==> src/rtl/act_pkg.sv <==
// act_pkg: shared constants, FSM encoding and skid-FIFO entry layout for act_fetch.
package act_pkg;
    localparam int LANES = 16;
    localparam int ROWS  = 64;
    localparam int AW    = 6;
    localparam int QW    = 4;
    localparam int SFW   = 18;
    localparam int OW    = QW + SFW;

    typedef enum logic {S_IDLE = 1'b0, S_BUSY = 1'b1} state_t;

    typedef struct packed {
        logic [LANES-1:0][OW-1:0] data;
        logic [AW-1:0]            row;
        logic                     last;
    } fifo_entry_t;
endpackage

==> src/rtl/act_skid_fifo.sv <==
// act_skid_fifo: 2-entry FIFO that absorbs the RAM read latency; head entry drives the outputs directly.
module act_skid_fifo
    import act_pkg::*;
(
    input  logic        i_clk,
    input  logic        i_rst_n,
    input  logic        i_push,
    input  fifo_entry_t i_din,
    input  logic        i_pop,
    output fifo_entry_t o_dout,
    output logic        o_valid,
    output logic [1:0]  o_cnt
);
    fifo_entry_t r_head;
    fifo_entry_t r_tail;
    logic [1:0]  r_cnt;
    logic        r_valid;
    logic        w_pop;

    assign w_pop = i_pop && r_valid;

    always_ff @(posedge i_clk or negedge i_rst_n) begin
        if (!i_rst_n) begin
            r_head  <= '0;
            r_tail  <= '0;
            r_cnt   <= '0;
            r_valid <= 1'b0;
        end else begin
            case ({i_push, w_pop})
                2'b10: begin
                    if (r_cnt == 2'd0) r_head <= i_din;
                    else               r_tail <= i_din;
                    r_cnt   <= r_cnt + 2'd1;
                    r_valid <= 1'b1;
                end
                2'b01: begin
                    r_head  <= r_tail;
                    r_cnt   <= r_cnt - 2'd1;
                    r_valid <= (r_cnt == 2'd2);
                end
                2'b11: begin
                    // count unchanged: new entry lands behind whatever remains
                    if (r_cnt == 2'd1) begin
                        r_head <= i_din;
                    end else begin
                        r_head <= r_tail;
                        r_tail <= i_din;
                    end
                end
                default: ;
            endcase
        end
    end

    assign o_dout  = r_head;
    assign o_valid = r_valid;
    assign o_cnt   = r_cnt;
endmodule

==> src/rtl/act_fetch.sv <==
// act_fetch: reads one quantized tile from the activation RAM, dequantizes per lane and streams rows out.
// Define ACT_FETCH_SF_DBUF_EN for double-buffered scale factors; default is a single bank.
module act_fetch
    import act_pkg::*;
(
    input  logic                  i_clk,
    input  logic                  i_rst_n,
    input  logic                  i_start,
    output logic                  o_busy,
    input  logic [SFW*LANES-1:0]  i_sf_data,
    input  logic                  i_sf_valid,
    output logic                  o_sf_drop,
    output logic                  o_ram_re,
    output logic [AW-1:0]         o_ram_addr,
    input  logic [QW*LANES-1:0]   i_ram_data,
    output logic [OW*LANES-1:0]   o_data,
    output logic                  o_valid,
    input  logic                  i_ready,
    output logic [AW-1:0]         o_row,
    output logic                  o_last,
    output logic                  o_done
);
    state_t                    r_state;
    logic                      r_busy;
    logic                      r_done;
    logic [AW:0]               r_rd_addr;
    logic                      r_inflight;
    logic [AW-1:0]             r_inflight_row;
    logic [LANES-1:0][SFW-1:0] r_sf_act;
    logic [LANES-1:0][QW-1:0]  w_q;
    logic [LANES-1:0][OW-1:0]  w_prod;
    fifo_entry_t               w_push_entry;
    fifo_entry_t               w_head;
    logic [1:0]                w_cnt;
    logic                      w_valid;
    logic                      w_hs;
    logic                      w_re;
    logic                      w_start;

    assign w_q     = i_ram_data;
    assign w_hs    = w_valid && i_ready;
    assign w_start = (r_state == S_IDLE) && i_start;
    // count + inflight never exceeds 2, so a read is safe only with room or a pop this cycle
    assign w_re    = (r_state == S_BUSY) && !r_rd_addr[AW] &&
                     (((3'(w_cnt) + 3'(r_inflight)) < 3'd2) || w_hs);

    for (genvar g = 0; g < LANES; g++) begin : g_lane
        assign w_prod[g] = $signed({{SFW{w_q[g][QW-1]}}, w_q[g]}) *
                           $signed({{QW{r_sf_act[g][SFW-1]}}, r_sf_act[g]});
    end

    assign w_push_entry = '{data: w_prod, row: r_inflight_row,
                            last: (r_inflight_row == AW'(ROWS-1))};

    act_skid_fifo u_fifo (
        .i_clk   (i_clk),
        .i_rst_n (i_rst_n),
        .i_push  (r_inflight),
        .i_din   (w_push_entry),
        .i_pop   (i_ready),
        .o_dout  (w_head),
        .o_valid (w_valid),
        .o_cnt   (w_cnt)
    );

    always_ff @(posedge i_clk or negedge i_rst_n) begin
        if (!i_rst_n) begin
            r_state        <= S_IDLE;
            r_busy         <= 1'b0;
            r_done         <= 1'b0;
            r_rd_addr      <= '0;
            r_inflight     <= 1'b0;
            r_inflight_row <= '0;
        end else begin
            r_done     <= 1'b0;
            r_inflight <= w_re;
            if (w_re) begin
                r_inflight_row <= r_rd_addr[AW-1:0];
                r_rd_addr      <= r_rd_addr + {{AW{1'b0}}, 1'b1};
            end
            case (r_state)
                S_IDLE: if (w_start) begin
                    r_state   <= S_BUSY;
                    r_busy    <= 1'b1;
                    r_rd_addr <= '0;
                end
                S_BUSY: if (w_hs && w_head.last) begin
                    r_state <= S_IDLE;
                    r_busy  <= 1'b0;
                    r_done  <= 1'b1;
                end
                default: r_state <= S_IDLE;
            endcase
        end
    end

`ifdef ACT_FETCH_SF_DBUF_EN
    logic [LANES-1:0][SFW-1:0] r_sf_shadow;

    always_ff @(posedge i_clk or negedge i_rst_n) begin
        if (!i_rst_n) begin
            r_sf_shadow <= '0;
            r_sf_act    <= '0;
        end else begin
            if (i_sf_valid) r_sf_shadow <= i_sf_data;
            // bypass so a scale update arriving with start is used by that tile
            if (w_start)    r_sf_act    <= i_sf_valid ? i_sf_data : r_sf_shadow;
        end
    end

    assign o_sf_drop = 1'b0;
`else
    logic r_sf_drop;

    always_ff @(posedge i_clk or negedge i_rst_n) begin
        if (!i_rst_n) begin
            r_sf_act  <= '0;
            r_sf_drop <= 1'b0;
        end else begin
            r_sf_drop <= i_sf_valid && (r_state == S_BUSY);
            if (i_sf_valid && (r_state == S_IDLE)) r_sf_act <= i_sf_data;
        end
    end

    assign o_sf_drop = r_sf_drop;
`endif

    assign o_busy     = r_busy;
    assign o_done     = r_done;
    assign o_ram_re   = w_re;
    assign o_ram_addr = r_rd_addr[AW-1:0];
    assign o_data     = w_head.data;
    assign o_row      = w_head.row;
    assign o_last     = w_head.last && w_valid;
    assign o_valid    = w_valid;
endmodule

==> config.mk <==
export PLATFORM = sky130hd
export DESIGN_NAME = act_fetch
export DESIGN_NICKNAME = d
export VERILOG_FILES = /design/src/rtl/act_pkg.sv /design/src/rtl/act_skid_fifo.sv /design/src/rtl/act_fetch.sv
export SDC_FILE = /design/constraint.sdc
export NUM_CORES = 2
export LEC_CHECK = 0
export BUFFER_PORTS_ARGS = -buffer_cell sky130_fd_sc_hd__buf_2
export CAP_MARGIN = 10
export CORE_AREA = 2 2 353 355
export CTS_CLUSTER_SIZE = 24
export DETAILED_ROUTE_END_ITERATION = 7
export DIE_AREA = 0 0 355 357
export PLACE_DENSITY = 0.86
export SLEW_MARGIN = 10
export SYNTH_ARGS = -nofsm -noshare
export SYNTH_HDL_FRONTEND = slang
export SYNTH_SLANG_ARGS = --single-unit
==> constraint.sdc <==
create_clock -name i_clk -period 10.7 [get_ports i_clk]
set_input_delay 2.14 -clock i_clk [delete_from_list [all_inputs] [get_ports i_clk]]
set_output_delay 2.14 -clock i_clk [all_outputs]
set_load 0.02 [all_outputs]
Yosys cells after proc, flatten, opt, wreduce, memory -nomap -nowiden:

Cells that the tools add are included.

* multipliers: 16
* eq/ne operators: 11
* bitwise gates (word level): 1
* muxes and demuxes: 19
* reductions and logical operators: 17
* add/subtract/negate cells: 4
* $lt $le $gt $ge: 1

Operators by type and width (number)
* 359-bit two-way mux: 4
* 359-bit case mux with 3 select lines: 1
* 359-bit case mux with 2 select lines: 1
* 4-bit by 18-bit multiplier with 22-bit output: 16
* 7-bit two-way mux: 3
* 1-bit logical AND: 8
* 7-bit by 1-bit adder with 7-bit output, second input constant: 1
* 2-bit equality test, second input constant: 3
* 6-bit equality test, second input constant: 1
* 1-bit two-way mux: 6
* 2-bit != test, second input constant: 3
* 1-bit case mux with 2 select lines: 3
* 2-bit by 1-bit equality test with 1-bit output, second input constant: 2
* 2-bit by 1-bit != test with 1-bit output, second input constant: 2
* 2-bit case mux with 2 select lines: 1
* 2-bit AND reduction: 2
* 2-bit nonzero test: 2
* 2-bit by 1-bit adder with 3-bit output: 1
* 3-bit by 2-bit less-than comparator with 1-bit output, second input constant: 1
* 3-bit AND reduction: 1
* 3-bit nonzero test: 1
* 2-bit by 1-bit adder with 2-bit output, second input constant: 1
* 2-bit zero test: 1
* 2-bit by 1-bit subtractor with 2-bit output, second input constant: 1
* 3 further kinds: 3

* output and inout bits: 370
* input bits: 357
* bits in registers: 1027

Depth between registers and ports, before layout:

* depth in word-level cells: 7
* mapped depth: 18

Cells and area by module:

A second synthesis with hierarchy kept.

* cell total of the unflattened synthesis: 7799
* area, all modules: 80363.3 sq um

Modules (own cells, without submodules)
* act_fetch: sequential area each 7657.3 sq um, cells each 4934, times used 1, area each 49095.8 sq um
* act_skid_fifo: sequential area each 18042.3 sq um, cells each 2865, times used 1, area each 31267.5 sq um

Worst setup path after synthesis:

No wires, ideal clock.

* path kind: input to register
* start point: input i_ram_data[49]
* end point: register u_fifo.r_head (netlist bit u_fifo.o_dout[292])
* cell stages on the path: 16
* arrival: 6.124 ns
* buffers on the path: 1
* library setup time: 0.134 ns
* setup slack: 4.442 ns
* path through: clkbuf_1 nand2_1 fa_1 fa_1 inv_1 fa_1 ha_1 fa_1 a211oi_1 nor2_1 o41a_1 a221oi_2 o31ai_1 a21oi_1 xor2_1 o22ai_1

* word-level cells in the longest chain between the ends: 3
* elaborated cells between the ends (all ways): 4
* classes of those cells: mul: 1; mux: 3

Ends and longest elaborated chain
* start, declared: line act_fetch.sv:15 `input logic [QW*LANES-1:0] i_ram_data,`
* 4-bit by 18-bit multiplier with 22-bit output *: line act_fetch.sv:48 `assign w_prod[g] = $signed({{SFW{w_q[g][QW-1]}}, w_q[g]}) *`
* 359-bit two-way mux (on tied branches): line act_skid_fifo.sv:43, act_skid_fifo.sv:31
* 359-bit case mux with 3 select lines *: line act_skid_fifo.sv:29 `case ({i_push, w_pop})`
* end signal, assigned: line act_skid_fifo.sv:31 `if (r_cnt == 2'd0) r_head <= i_din;`
* end signal, assigned: line act_skid_fifo.sv:44 `r_head <= i_din;`
* end signal, assigned: line act_skid_fifo.sv:46 `r_head <= r_tail;`
* end, declared: line act_skid_fifo.sv:14 `fifo_entry_t r_head;`

Every way passes the cells marked *; elsewhere a longest branch is shown, timed or not. The select of a mux whose other input is x is not followed.
A chain may end at the register's enable or synchronous reset.

Worst setup path in the final report:

* start point: input i_ram_data[51]
* end point: register u_fifo.r_head (netlist bit u_fifo.o_dout[292])

The elaborated chain is that of the path after synthesis.

==> run summary <==
• result of the run: complete, but fails checks
• violations in the final reports: slew limit
• effective utilization at floorplan: 0.645
• Netlist Area Pre-Place: 79400 um2
• post-synthesis area per instance: 10.5 um2
• number of distinct library cells after synthesis: 80
• reported max-cap violation count: 0
• pin slew with the least headroom to its limit: 1.55 ns
• data required time of the critical path: 11.29 ns
• total of buffers placed on input and output ports: 726
• number of I/O pins: 727
• cell-by-cell trace of the critical path: buf_2, nand2b_1, fa_1, fa_1, inv_1, fa_1, ha_1, fa_1, a211oi_1, nor2_1, o41a_1, a221oi_2, o31ai_1, a21oi_1, xor2_1, o22ai_1
• highest-utilization routing layer at the global route stage: met2
• sequential-to-total area share from yosys stat: 0.324
• Total Routed Length: 208000 um
• clock tree from TritonCTS: built
• maximum number of pins on one net before global-route repair: 184
• minimum setup slack in the final design: 4.61 ns
• critical path peak fanout: 19
• H-tree Lvls: 3
• top post-synthesis cells by count: sky130_fd_sc_hd__dfrtp_1 (1027), sky130_fd_sc_hd__and2_1 (795), sky130_fd_sc_hd__ha_1 (648)
• residual overflow from global routing: 0
• Core ar.: 123000 um2
• cell count after placement: 9288
• wire per inst: 21.9 um
• number of vias after detailed routing: 58000
• number of synthesis warnings: 0
• combined buffer and inverter count along the critical path: 2
• fin crit share: 0.569
• proportion of netlist area held by the largest area contributor: 0.324
• clock insertion delay at the later pin of the skew report: 0.76 ns
• post-synth net total: 9173
• biggest cell delay along the critical path: 0.53 ns
• Iteration-0 DRC Markers: 5239
• Top FF cell, synth: sky130_fd_sc_hd__dfrtp_1
• category of the critical setup timing path: primary input to flip-flop
• clock sink count: 1027
• clock buffer count from CTS: 111
• number of post-CTS setup repair buffers: 0
• Via-to-Cell Ratio: 6.10
• vias in the first global route: 60100
• most frequent CP cell: sky130_fd_sc_hd__fa_1
• row cnt: 129
• Synth async-reset ratio: 1.00
• Final Hold Violating Endpoints: 0
• CP delay by family, top: adder cells
• crit end category: flip-flop
• GRT Util Overall: 0.329
• cell type contributing the most total cell area after synthesis: sky130_fd_sc_hd__dfrtp_1
• buffer levels on the longest clock path: 3
• fraction of layout instances using a drive strength above 1: 0.191
• setup total negative slack: 0 ns
• shortest clock period the worst path allows after layout: 6.09 ns
• final standard cell count with taps included and fillers excluded: 9512
• GP Congestion: 0.935
• unrepaired setup endpoints after global routing: no
• Chip Height: 357 um
• area delta synth->final: 7.74%
• worst setup skew after layout: 0.0348 ns
• ranking of synthesized cells by area: sky130_fd_sc_hd__dfrtp_1 (32%), sky130_fd_sc_hd__fa_1 (15%), sky130_fd_sc_hd__ha_1 (10%), sky130_fd_sc_hd__mux2_2 (7.5%), sky130_fd_sc_hd__and2_1 (6.3%)
• Post-Place Setup Slack: 3.89 ns
• Final Max Slew Viols: 38
• wire length of the first global-routing pass: 330000 um
• number of design rule violations left after detail routing: 0
• initial antenna violation count: 28
• net count of the finished layout: 9361
• cell type of the slowest stage on the worst timing path: sky130_fd_sc_hd__fa_1
• global-route track usage on met3: 0.0724
• detailed-routing iteration count for the pre-antenna-repair pass: 6
• Post-synth EDFFs: 0
• upper clock frequency limit: 164 MHz
• Antenna Violating Nets Remaining: 0
• Die Width: 355 um
• hold_buf cts: 0
• Min-Delay Path Class: flip-flop to flip-flop
• Post-Syn Instances: 7576
• number of setup violations in the final report: 0
• leading cell type by number of instances after synthesis: sky130_fd_sc_hd__dfrtp_1
• worst slew margin relative to its limit: -0.0362
• count of state elements after synthesis: 1027
• worst endpoint data arrival time: 6.67 ns
• die area: 127000 um2
• number of instances resized during post-cts repair: 0
• category of the worst setup path launch point: primary input
• placed wire-length estimate: 150000 um
• fraction of met1 tracks used by global routing: 0.427
• root buffer cell: sky130_fd_sc_hd__clkbuf_16
• met2 track demand over resource in global routing: 0.527
• Clock transition at path regs: 0.06 ns
• minimum hold slack: 0.473 ns
## per-stage QoR
| step | utilization | area, um2 |
|---|---|---|
| 2_1_floorplan | - | 79400 |
| 3_3_place_gp | 0.663 | 81600 |
| 3_5_place_dp | 0.663 | 81600 |
| 4_1_cts | 0.695 | 85500 |
| 5_1_grt | 0.695 | 85500 |
| 6_report | 0.695 | 85500 |
## registers in the layout, summed over array words and instances (netlist names)
register,count
o_busy,1
u_fifo.o_dout,359
r_state,1
r_inflight_row,6
o_done,1
r_inflight,1
r_sf_act,288
o_sf_drop,1
r_rd_addr,7
u_fifo.r_tail,359
u_fifo.o_cnt,2
u_fifo.o_valid,1
## cells in the final DEF (no fill, tap or decap), types with 270 or more instances in the layout
master / Yosys / layout
sky130_fd_sc_hd__mux2_2: 526 / 526
sky130_fd_sc_hd__and2_1: 795 / 795
sky130_fd_sc_hd__a21oi_1: 271 / 270
sky130_fd_sc_hd__nor2_1: 612 / 611
sky130_fd_sc_hd__ha_1: 648 / 648
sky130_fd_sc_hd__o21ai_0: 360 / 359
sky130_fd_sc_hd__fa_1: 592 / 592
sky130_fd_sc_hd__nand2_1: 415 / 414
sky130_fd_sc_hd__buf_2: 1 / 725
sky130_fd_sc_hd__dfrtp_1: 1027 / 1027
## tightest hold or removal path, cell delays in order (launching register included)
cell	delay (ns)
sky130_fd_sc_hd__dfrtp_1	0.33
sky130_fd_sc_hd__nand2_1	0.05
sky130_fd_sc_hd__o21ai_0	0.06
## layer usage
layer,vias up,part of all wire
met2,2100,0.47
li1,26100,-
met5,-,0.00049
met1,29300,0.40
met4,14,0.052
met3,501,0.080
## final cells by class
type                    count  area, um2
diodes                     19       47.5
clock buffers             146       3150
clock inverters            59        743
fillers                  8729      37500
inverters                 169        634
multi-input cells        5700      49200
flip-flops and latches   1027      25700
well taps                1637       2050
repair buffers            755       4010
## cell families (layout without fill, tap and decap cells)
| logic type | count (synthesis) | in the layout | share of synthesized area |
|---|---|---|---|
| AND/OR/NAND/NOR | 2290 | 2290 | 0.148 |
| AO/OA/AOI/OAI | 1315 | 1315 | 0.109 |
| adder cells (fa/ha/maj) | 1240 | 1240 | 0.251 |
| flip-flops | 1027 | 1027 | 0.324 |
| buffers and inverters | 849 | 1129 | 0.0576 |
| multiplexers | 528 | 528 | 0.0749 |
| XOR/XNOR | 327 | 327 | 0.0361 |
| other | 0 | 19 | 0 |
## worst paths after layout
| check | depth (start not counted) | slack, ns | endpoint | start |
|---|---|---|---|---|
| setup / recovery | 16 | 4.61 | u_fifo.o_dout[292]$_DFFE_PN0P_ | i_ram_data[51] |
| hold / removal | 2 | 0.47 | u_fifo.o_dout[33]$_DFFE_PN0P_ | u_fifo.o_dout[33]$_DFFE_PN0P_ |
| setup reg to reg | 14 | 5.78 | u_fifo.r_tail[202]$_DFFE_PN0P_ | r_sf_act[144]$_DFFE_PN0P_ |
| hold reg to reg | 2 | 0.47 | u_fifo.o_dout[33]$_DFFE_PN0P_ | u_fifo.o_dout[33]$_DFFE_PN0P_ |
| max in group asynchronous | 3 | 6.97 | u_fifo.r_tail[185]$_DFFE_PN0P_ | i_rst_n |
| min in group asynchronous | 1 | 1.41 | u_fifo.o_dout[255]$_DFFE_PN0P_ | i_rst_n |
Power is left out: the tool's default activity adds up to more than one toggle a clock period on the data nets, which glitch-free logic cannot reach.
